===== src/rtl/pause_fade_ctrl_if.sv =====
// Pause/dim controller bus: core-side controls and pixel in, registered pixel and status out.
// Latency: none (wiring only).
// Backpressure: none; every signal is a per-cycle level.
interface pause_fade_ctrl_if #(
    parameter int CW        = 4,
    parameter int NCH       = 3,
    parameter int DIM_SHIFT = 1
);
    localparam int DLW = $clog2(DIM_SHIFT + 1);

    logic                  pause_btn;
    logic                  pause_req;
    logic                  wake;
    logic [NCH*CW-1:0]     rgb_in;
    logic [NCH*CW-1:0]     rgb_out;
    logic                  pause;
    logic                  dimmed;
    logic [DLW-1:0]        dim_level;

    modport master (
        output pause_btn, pause_req, wake, rgb_in,
        input  rgb_out, pause, dimmed, dim_level
    );

    modport slave (
        input  pause_btn, pause_req, wake, rgb_in,
        output rgb_out, pause, dimmed, dim_level
    );
endinterface


===== src/rtl/pause_fade_ctrl.sv =====
// Merges user/external pause into a registered pause and fades the picture after an idle timeout.
// Latency: pause/dimmed/dim_level one edge after the request; rgb_out one cycle behind rgb_in.
// Backpressure: none; the pixel path runs every cycle and wake overrides any fade in progress.
module pause_fade_ctrl #(
    parameter int CW          = 4,
    parameter int NCH         = 3,
    parameter int DIM_TIMEOUT = 32'h7270E00,
    parameter int STEP_CYCLES = 1048576,
    parameter int DIM_SHIFT   = 1
) (
    input  logic             clk_sys,
    input  logic             reset_n,
    pause_fade_ctrl_if.slave bus
);
    localparam int TW  = (DIM_TIMEOUT > 0) ? $clog2(DIM_TIMEOUT + 1) : 1;
    localparam int SW  = (STEP_CYCLES > 1) ? $clog2(STEP_CYCLES) : 1;
    localparam int DLW = $clog2(DIM_SHIFT + 1);

    localparam logic [TW-1:0]  TIMEOUT_V = TW'(DIM_TIMEOUT);
    localparam logic [SW-1:0]  STEP_LAST = SW'(STEP_CYCLES - 1);
    localparam logic [DLW-1:0] SHIFT_MAX = DLW'(DIM_SHIFT);

    typedef enum logic [1:0] {
        ST_RUN,
        ST_PAUSED,
        ST_FADING,
        ST_DIMMED
    } state_t;

    state_t            state_q, state_d;
    logic              toggle_q, toggle_d;
    logic              btn_old_q, btn_old_d;
    logic [TW-1:0]     timer_q, timer_d;
    logic [SW-1:0]     step_cnt_q, step_cnt_d;
    logic [DLW-1:0]    dim_level_q, dim_level_d;
    logic              pause_q, pause_d;
    logic              dimmed_q, dimmed_d;
    logic [NCH*CW-1:0] rgb_q, rgb_d;

    logic              btn_rise;
    logic              want;
    logic [DLW-1:0]    dim_inc;

    // Pause request path and fade state machine
    always_comb begin
        btn_rise    = bus.pause_btn & ~btn_old_q;
        btn_old_d   = bus.pause_btn;
        toggle_d    = toggle_q ^ btn_rise;
        want        = toggle_d | bus.pause_req;
        dim_inc     = dim_level_q + 1'b1;

        state_d     = state_q;
        timer_d     = timer_q;
        step_cnt_d  = step_cnt_q;
        dim_level_d = dim_level_q;

        case (state_q)
            ST_RUN: begin
                if (want) begin
                    state_d     = ST_PAUSED;
                    timer_d     = '0;
                    dim_level_d = '0;
                end
            end
            ST_PAUSED: begin
                if (!want) begin
                    state_d = ST_RUN;
                end else if (bus.wake) begin
                    timer_d = '0;
                end else if (timer_q == TIMEOUT_V) begin
                    state_d    = ST_FADING;
                    step_cnt_d = '0;
                end else begin
                    timer_d = timer_q + 1'b1;
                end
            end
            ST_FADING: begin
                if (!want) begin
                    state_d     = ST_RUN;
                    dim_level_d = '0;
                end else if (bus.wake) begin
                    state_d     = ST_PAUSED;
                    timer_d     = '0;
                    dim_level_d = '0;
                end else if (step_cnt_q == STEP_LAST) begin
                    step_cnt_d  = '0;
                    dim_level_d = dim_inc;
                    if (dim_inc == SHIFT_MAX) begin
                        state_d = ST_DIMMED;
                    end
                end else begin
                    step_cnt_d = step_cnt_q + 1'b1;
                end
            end
            ST_DIMMED: begin
                if (!want) begin
                    state_d     = ST_RUN;
                    dim_level_d = '0;
                end else if (bus.wake) begin
                    state_d     = ST_PAUSED;
                    timer_d     = '0;
                    dim_level_d = '0;
                end
            end
            default: begin
                state_d     = ST_RUN;
                dim_level_d = '0;
            end
        endcase

        pause_d  = (state_d != ST_RUN);
        dimmed_d = (state_d == ST_DIMMED);
    end

    // Per-channel logical shift; a shift of CW naturally yields zero
    always_comb begin
        rgb_d = '0;
        for (int i = 0; i < NCH; i++) begin
            rgb_d[i*CW +: CW] = bus.rgb_in[i*CW +: CW] >> dim_level_q;
        end
    end

    // btn_old resets high so a button held through reset release is not seen as a press
    always_ff @(posedge clk_sys or negedge reset_n) begin
        if (!reset_n) begin
            state_q     <= ST_RUN;
            toggle_q    <= 1'b0;
            btn_old_q   <= 1'b1;
            timer_q     <= '0;
            step_cnt_q  <= '0;
            dim_level_q <= '0;
            pause_q     <= 1'b0;
            dimmed_q    <= 1'b0;
            rgb_q       <= '0;
        end else begin
            state_q     <= state_d;
            toggle_q    <= toggle_d;
            btn_old_q   <= btn_old_d;
            timer_q     <= timer_d;
            step_cnt_q  <= step_cnt_d;
            dim_level_q <= dim_level_d;
            pause_q     <= pause_d;
            dimmed_q    <= dimmed_d;
            rgb_q       <= rgb_d;
        end
    end

    assign bus.rgb_out   = rgb_q;
    assign bus.pause     = pause_q;
    assign bus.dimmed    = dimmed_q;
    assign bus.dim_level = dim_level_q;

endmodule


===== src/flat_wrapper.sv =====
// flat-port wrapper written by rule: the top's interface ports become plain ports
module pause_fade_ctrl_flat 
#(
    parameter int CW          = 4,
    parameter int NCH         = 3,
    parameter int DIM_TIMEOUT = 32'h7270E00,
    parameter int STEP_CYCLES = 1048576,
    parameter int DIM_SHIFT   = 1
)
  (clk_sys, reset_n, bus_pause_btn, bus_pause_req, bus_wake, bus_rgb_in, bus_rgb_out, bus_pause, bus_dimmed, bus_dim_level);
  pause_fade_ctrl_if #(.CW(CW), .NCH(NCH), .DIM_SHIFT(DIM_SHIFT)) bus_i ();
  input  logic clk_sys;
  input  logic reset_n;
  input wire logic [$bits(bus_i.pause_btn)-1:0] bus_pause_btn;
  input wire logic [$bits(bus_i.pause_req)-1:0] bus_pause_req;
  input wire logic [$bits(bus_i.wake)-1:0] bus_wake;
  input wire logic [$bits(bus_i.rgb_in)-1:0] bus_rgb_in;
  output wire logic [$bits(bus_i.rgb_out)-1:0] bus_rgb_out;
  output wire logic [$bits(bus_i.pause)-1:0] bus_pause;
  output wire logic [$bits(bus_i.dimmed)-1:0] bus_dimmed;
  output wire logic [$bits(bus_i.dim_level)-1:0] bus_dim_level;
  assign bus_i.pause_btn = bus_pause_btn;
  assign bus_i.pause_req = bus_pause_req;
  assign bus_i.wake = bus_wake;
  assign bus_i.rgb_in = bus_rgb_in;
  assign bus_rgb_out = bus_i.rgb_out;
  assign bus_pause = bus_i.pause;
  assign bus_dimmed = bus_i.dimmed;
  assign bus_dim_level = bus_i.dim_level;
  pause_fade_ctrl #(.CW(CW), .NCH(NCH), .DIM_TIMEOUT(DIM_TIMEOUT), .STEP_CYCLES(STEP_CYCLES), .DIM_SHIFT(DIM_SHIFT)) u_core (.clk_sys(clk_sys), .reset_n(reset_n), .bus(bus_i));
endmodule

===== config.mk =====
export PLATFORM = sky130hd
export DESIGN_NAME = pause_fade_ctrl_flat
export DESIGN_NICKNAME = d
export VERILOG_FILES = /design/src/rtl/pause_fade_ctrl_if.sv /design/src/rtl/pause_fade_ctrl.sv /design/src/flat_wrapper.sv
export SDC_FILE = /design/constraint.sdc
export NUM_CORES = 1
export LEC_CHECK = 0
export ABC_CLOCK_PERIOD_IN_PS = 2650
export CAP_MARGIN = 0
export CORE_ASPECT_RATIO = 1.5
export CORE_MARGIN = 8
export CORE_UTILIZATION = 37
export DETAILED_ROUTE_END_ITERATION = 7
export PLACE_DENSITY = 0.53
export SYNTH_ARGS = -nofsm -noshare
export SYNTH_HDL_FRONTEND = slang
export SYNTH_SLANG_ARGS = --single-unit

===== constraint.sdc =====
create_clock -name clk_sys -period 2.65 [get_ports clk_sys]
set_clock_uncertainty 0.1 [all_clocks]
set_input_delay 0.53 -clock clk_sys [delete_from_list [all_inputs] [get_ports clk_sys]]
set_output_delay 0.53 -clock clk_sys [all_outputs]
set_load 0.01 [all_outputs]

==> results.ini <==
[floorplan]
pin_count=32
initial_utilization_pct=37.31
core-area_mm2=0.009524
die_y_um=136.0
die_w_um=96.02
fp-row-count=44
die-area_mm2=0.01306

[routing]
met3_length_um=287
vias_per_cell=5.622
dr_wl_met2_um=5083
route.detailed.drc=0
postRouteAntennaNets=0
wirelength_um=9505
dr_total_vias=3154
dr.pass1.iters=4
wire_per_inst_um=16.94
highest_layer=met4
drt_iter0_drc=90
wl_met1_um=3774

[synthesis]
synth_cell_types=53
synth_seq_area_share_pct=46.51
async_flop_share_pct=100.0
ys_warn_count=0
syn_inst=386
ys_seq_elements=66
synth.cell_area_mm2=0.003553
synth_edf_count=0
yosys_most_used_dff=dfrtp_1
synth_fp_nets=406
avgSynthCellArea_um2=9.206

[clock_tree]
postCtsHoldBufs=0
cts_root_buf=clkbuf_16
clk_pin_slew_ns=0.06
ctsHtreeMaxLevel=3
insertion_delay_ns=0.34
cts_resized=0
cts_buffer_depth=2
numCtsBuffers=9
cts_tree=done
post-cts-setup-buffer-count=0
cts_sinks=66

[setup_path]
worstSetupPathType=flop to flop
r2r_end=u_core.step_cnt_q[11]$_DFFE_PN0P_
crit_required_ns=2.77
worstRegToRegCells=7
r2r_slack_ns=0.14
r2r_start=u_core.step_cnt_q[1]$_DFFE_PN0P_
cp-start-kind=flop
worstSetupEndpointType=flop
cp_max_fo=6
crit_arrival_ns=2.63

[timing]
min_period_ns=2.512
worst_slack_ns=0.1380
setup_viol=0
clock.fmax_ghz=0.3981
slew_headroom_pct=62.02
fin_crit_sh_pct=94.79
hold_violations=0
tightestPinTransition_ns=0.5676
drv_slew=0
rsz0062_at_grt=no

[global_route]
grt_max_degree=67
grt_pass1_wl_um=15750
track_usage_pct=15.69
grt_pass1_vias=3112
antenna_found_initial=0
grt_overflow=0

[cells_and_area]
nets=461
layout_common_cells=dfrtp_1 (65), nand2_1 (35), nor2_1 (31)
layout_commonest_cell=dfrtp_1
syn2layout_area_growth_pct=26.20
fin_area_mm2=0.004484
diodes=0
drive_gt1_share_pct=15.47

[run]
max-cap-violations=0

[pwr]
internal_power_w=0.002204
switchingPower_w=0.0008640
pwr-share-clk_pct=39.8
power.static_leakage_nw=1.882
ir_drop_v=0.0003981
power_density_mw_per_mm2=684.1
switching_share_pct=28.17
seq_power_share_pct=37.5
pwr-share-comb_pct=22.8

[placement]
place_ws_ns=-0.02653
dpl.hpwl_um=6856
dpl_cell_area_mm2=0.004179
routabilityCongestion=0.8128
portBuffers=31

[hold_path]
hold_path.class=primary input to asynchronous set/reset pin

[status]
outcome=complete, no violations

## Yosys cell counts, types with 3 or more instances
| library cell | number | area [um2] |
|---|---|---|
| nand2_1 | 35 | 131.4 |
| inv_1 | 8 | 30.03 |
| clkbuf_1 | 12 | 45.04 |
| or4_1 | 4 | 30.03 |
| mux2_2 | 10 | 112.6 |
| nand3_1 | 23 | 115.1 |
| o31ai_1 | 14 | 105.1 |
| and3_1 | 8 | 50.05 |
| buf_2 | 4 | 20.02 |
| a31oi_1 | 14 | 87.58 |
| o21ai_1 | 27 | 135.1 |
| dfrtp_1 | 65 | 1627 |
| or3_1 | 3 | 18.77 |
| and2_1 | 4 | 25.02 |
| nand4_1 | 19 | 118.9 |
| a21oi_1 | 12 | 60.06 |
| ha_1 | 3 | 37.54 |
| and4_1 | 3 | 26.28 |
| xor2_1 | 4 | 35.03 |
| o21ai_0 | 27 | 135.1 |
| nor2b_1 | 7 | 43.79 |
| nor3_1 | 5 | 25.02 |
| nor2_1 | 31 | 116.4 |
| nor4_1 | 7 | 43.79 |
## worst max-delay path by stage
stage                     depth (start not counted)                              from                           endpoint  slack, ns
final                                             7  u_core.step_cnt_q[1]$_DFFE_PN0P_  u_core.step_cnt_q[11]$_DFFE_PN0P_       0.14
after global routing                              7  u_core.step_cnt_q[1]$_DFFE_PN0P_  u_core.step_cnt_q[11]$_DFFE_PN0P_       0.01
after CTS                                         7  u_core.step_cnt_q[1]$_DFFE_PN0P_  u_core.step_cnt_q[11]$_DFFE_PN0P_       0.12
after detailed placement                          8                     bus_pause_btn  u_core.step_cnt_q[11]$_DFFE_PN0P_      -0.03
after global placement                            8                     bus_pause_btn  u_core.step_cnt_q[11]$_DFFE_PN0P_       0.01
after floorplan                                   7  u_core.step_cnt_q[0]$_DFFE_PN0P_  u_core.step_cnt_q[11]$_DFFE_PN0P_       0.33
## sequential cells by signal (all words and copies together), names as in the netlist
name and cells:
u_core.bus.dim_level 1, u_core.btn_old_q 1, u_core.toggle_q 1, u_core.state_q 2, u_core.timer_q 27, u_core.step_cnt_q 20, u_core.bus.rgb_out 12, u_core.bus.dimmed 1
u_core.bus.pause 1
## stage by stage
| step | setup TNS [ns] | power [W] | instances | hold slack [ns] | utilization, % |
|---|---|---|---|---|---|
| CTS | 0 | 0.003115 | 561 | 0.1186 | 47.08 |
| global placement | 0 | 0.001870 | 545 | 0.3851 | 43.88 |
| finish | 0 | 0.003068 | 561 | 0.1057 | 47.08 |
| floorplan | 0 | 0.001534 | 386 | 0.1344 | - |
| detailed placement | -0.02653 | 0.001880 | 545 | 0.3927 | 43.88 |
| global route | 0 | 0.003222 | 561 | 0.1324 | 47.08 |
## power groups by stage
stage	clock (W)	combinational [W]	sequential, W
after floorplan	0	0.000345	0.00119
after global placement	0	0.000704	0.00117
after detailed placement	0	0.000713	0.00117
after CTS	0.00125	0.000715	0.00115
after global routing	0.00129	0.000768	0.00116
final	0.00122	0.000699	0.00115
## cells by family (layout without fill, tap and decap cells)
| group | Yosys count | in the layout | share of synthesized area, % |
|---|---|---|---|
| DFF | 66 | 66 | 46.51 |
| buffers and inverters | 26 | 86 | 3.310 |
| muxes | 12 | 12 | 3.732 |
| AOI/OAI and AO/OA | 111 | 111 | 19.12 |
| adders and majority gates | 3 | 3 | 1.056 |
| xor gates and xnor gates | 5 | 5 | 1.232 |
| and+or+nand+nor | 163 | 163 | 25.04 |
## cell type report
cell class / instances / area [um2]
Clock buffer: 10 / 239.0
Timing Repair Buffer: 62 / 563.0
Sequential cell: 66 / 1653
Inverter: 8 / 30.03
Multi-Input combinational cell: 294 / 1789
Clock inverter: 6 / 66.31
Tap cell: 115 / 143.9
Fill cell: 930 / 5040
## per-layer routing
layer  vias to the layer above  track usage, %
met4                         0           10.21
met5                         -               0
met2                        55           28.08
met3                        19           2.488
li1                       1555               -
met1                      1525           16.18
## worst max-delay path, cell delays in order, from the launching register on
cell and delay [ns]:
dfrtp_1 0.42, ha_1 0.25, nand4_1 0.19, or2_1 0.33
or3_4 0.43, a21oi_4 0.17, and3b_1 0.19, a311o_1 0.31
Note: power is estimated with default switching activity, not from simulation.
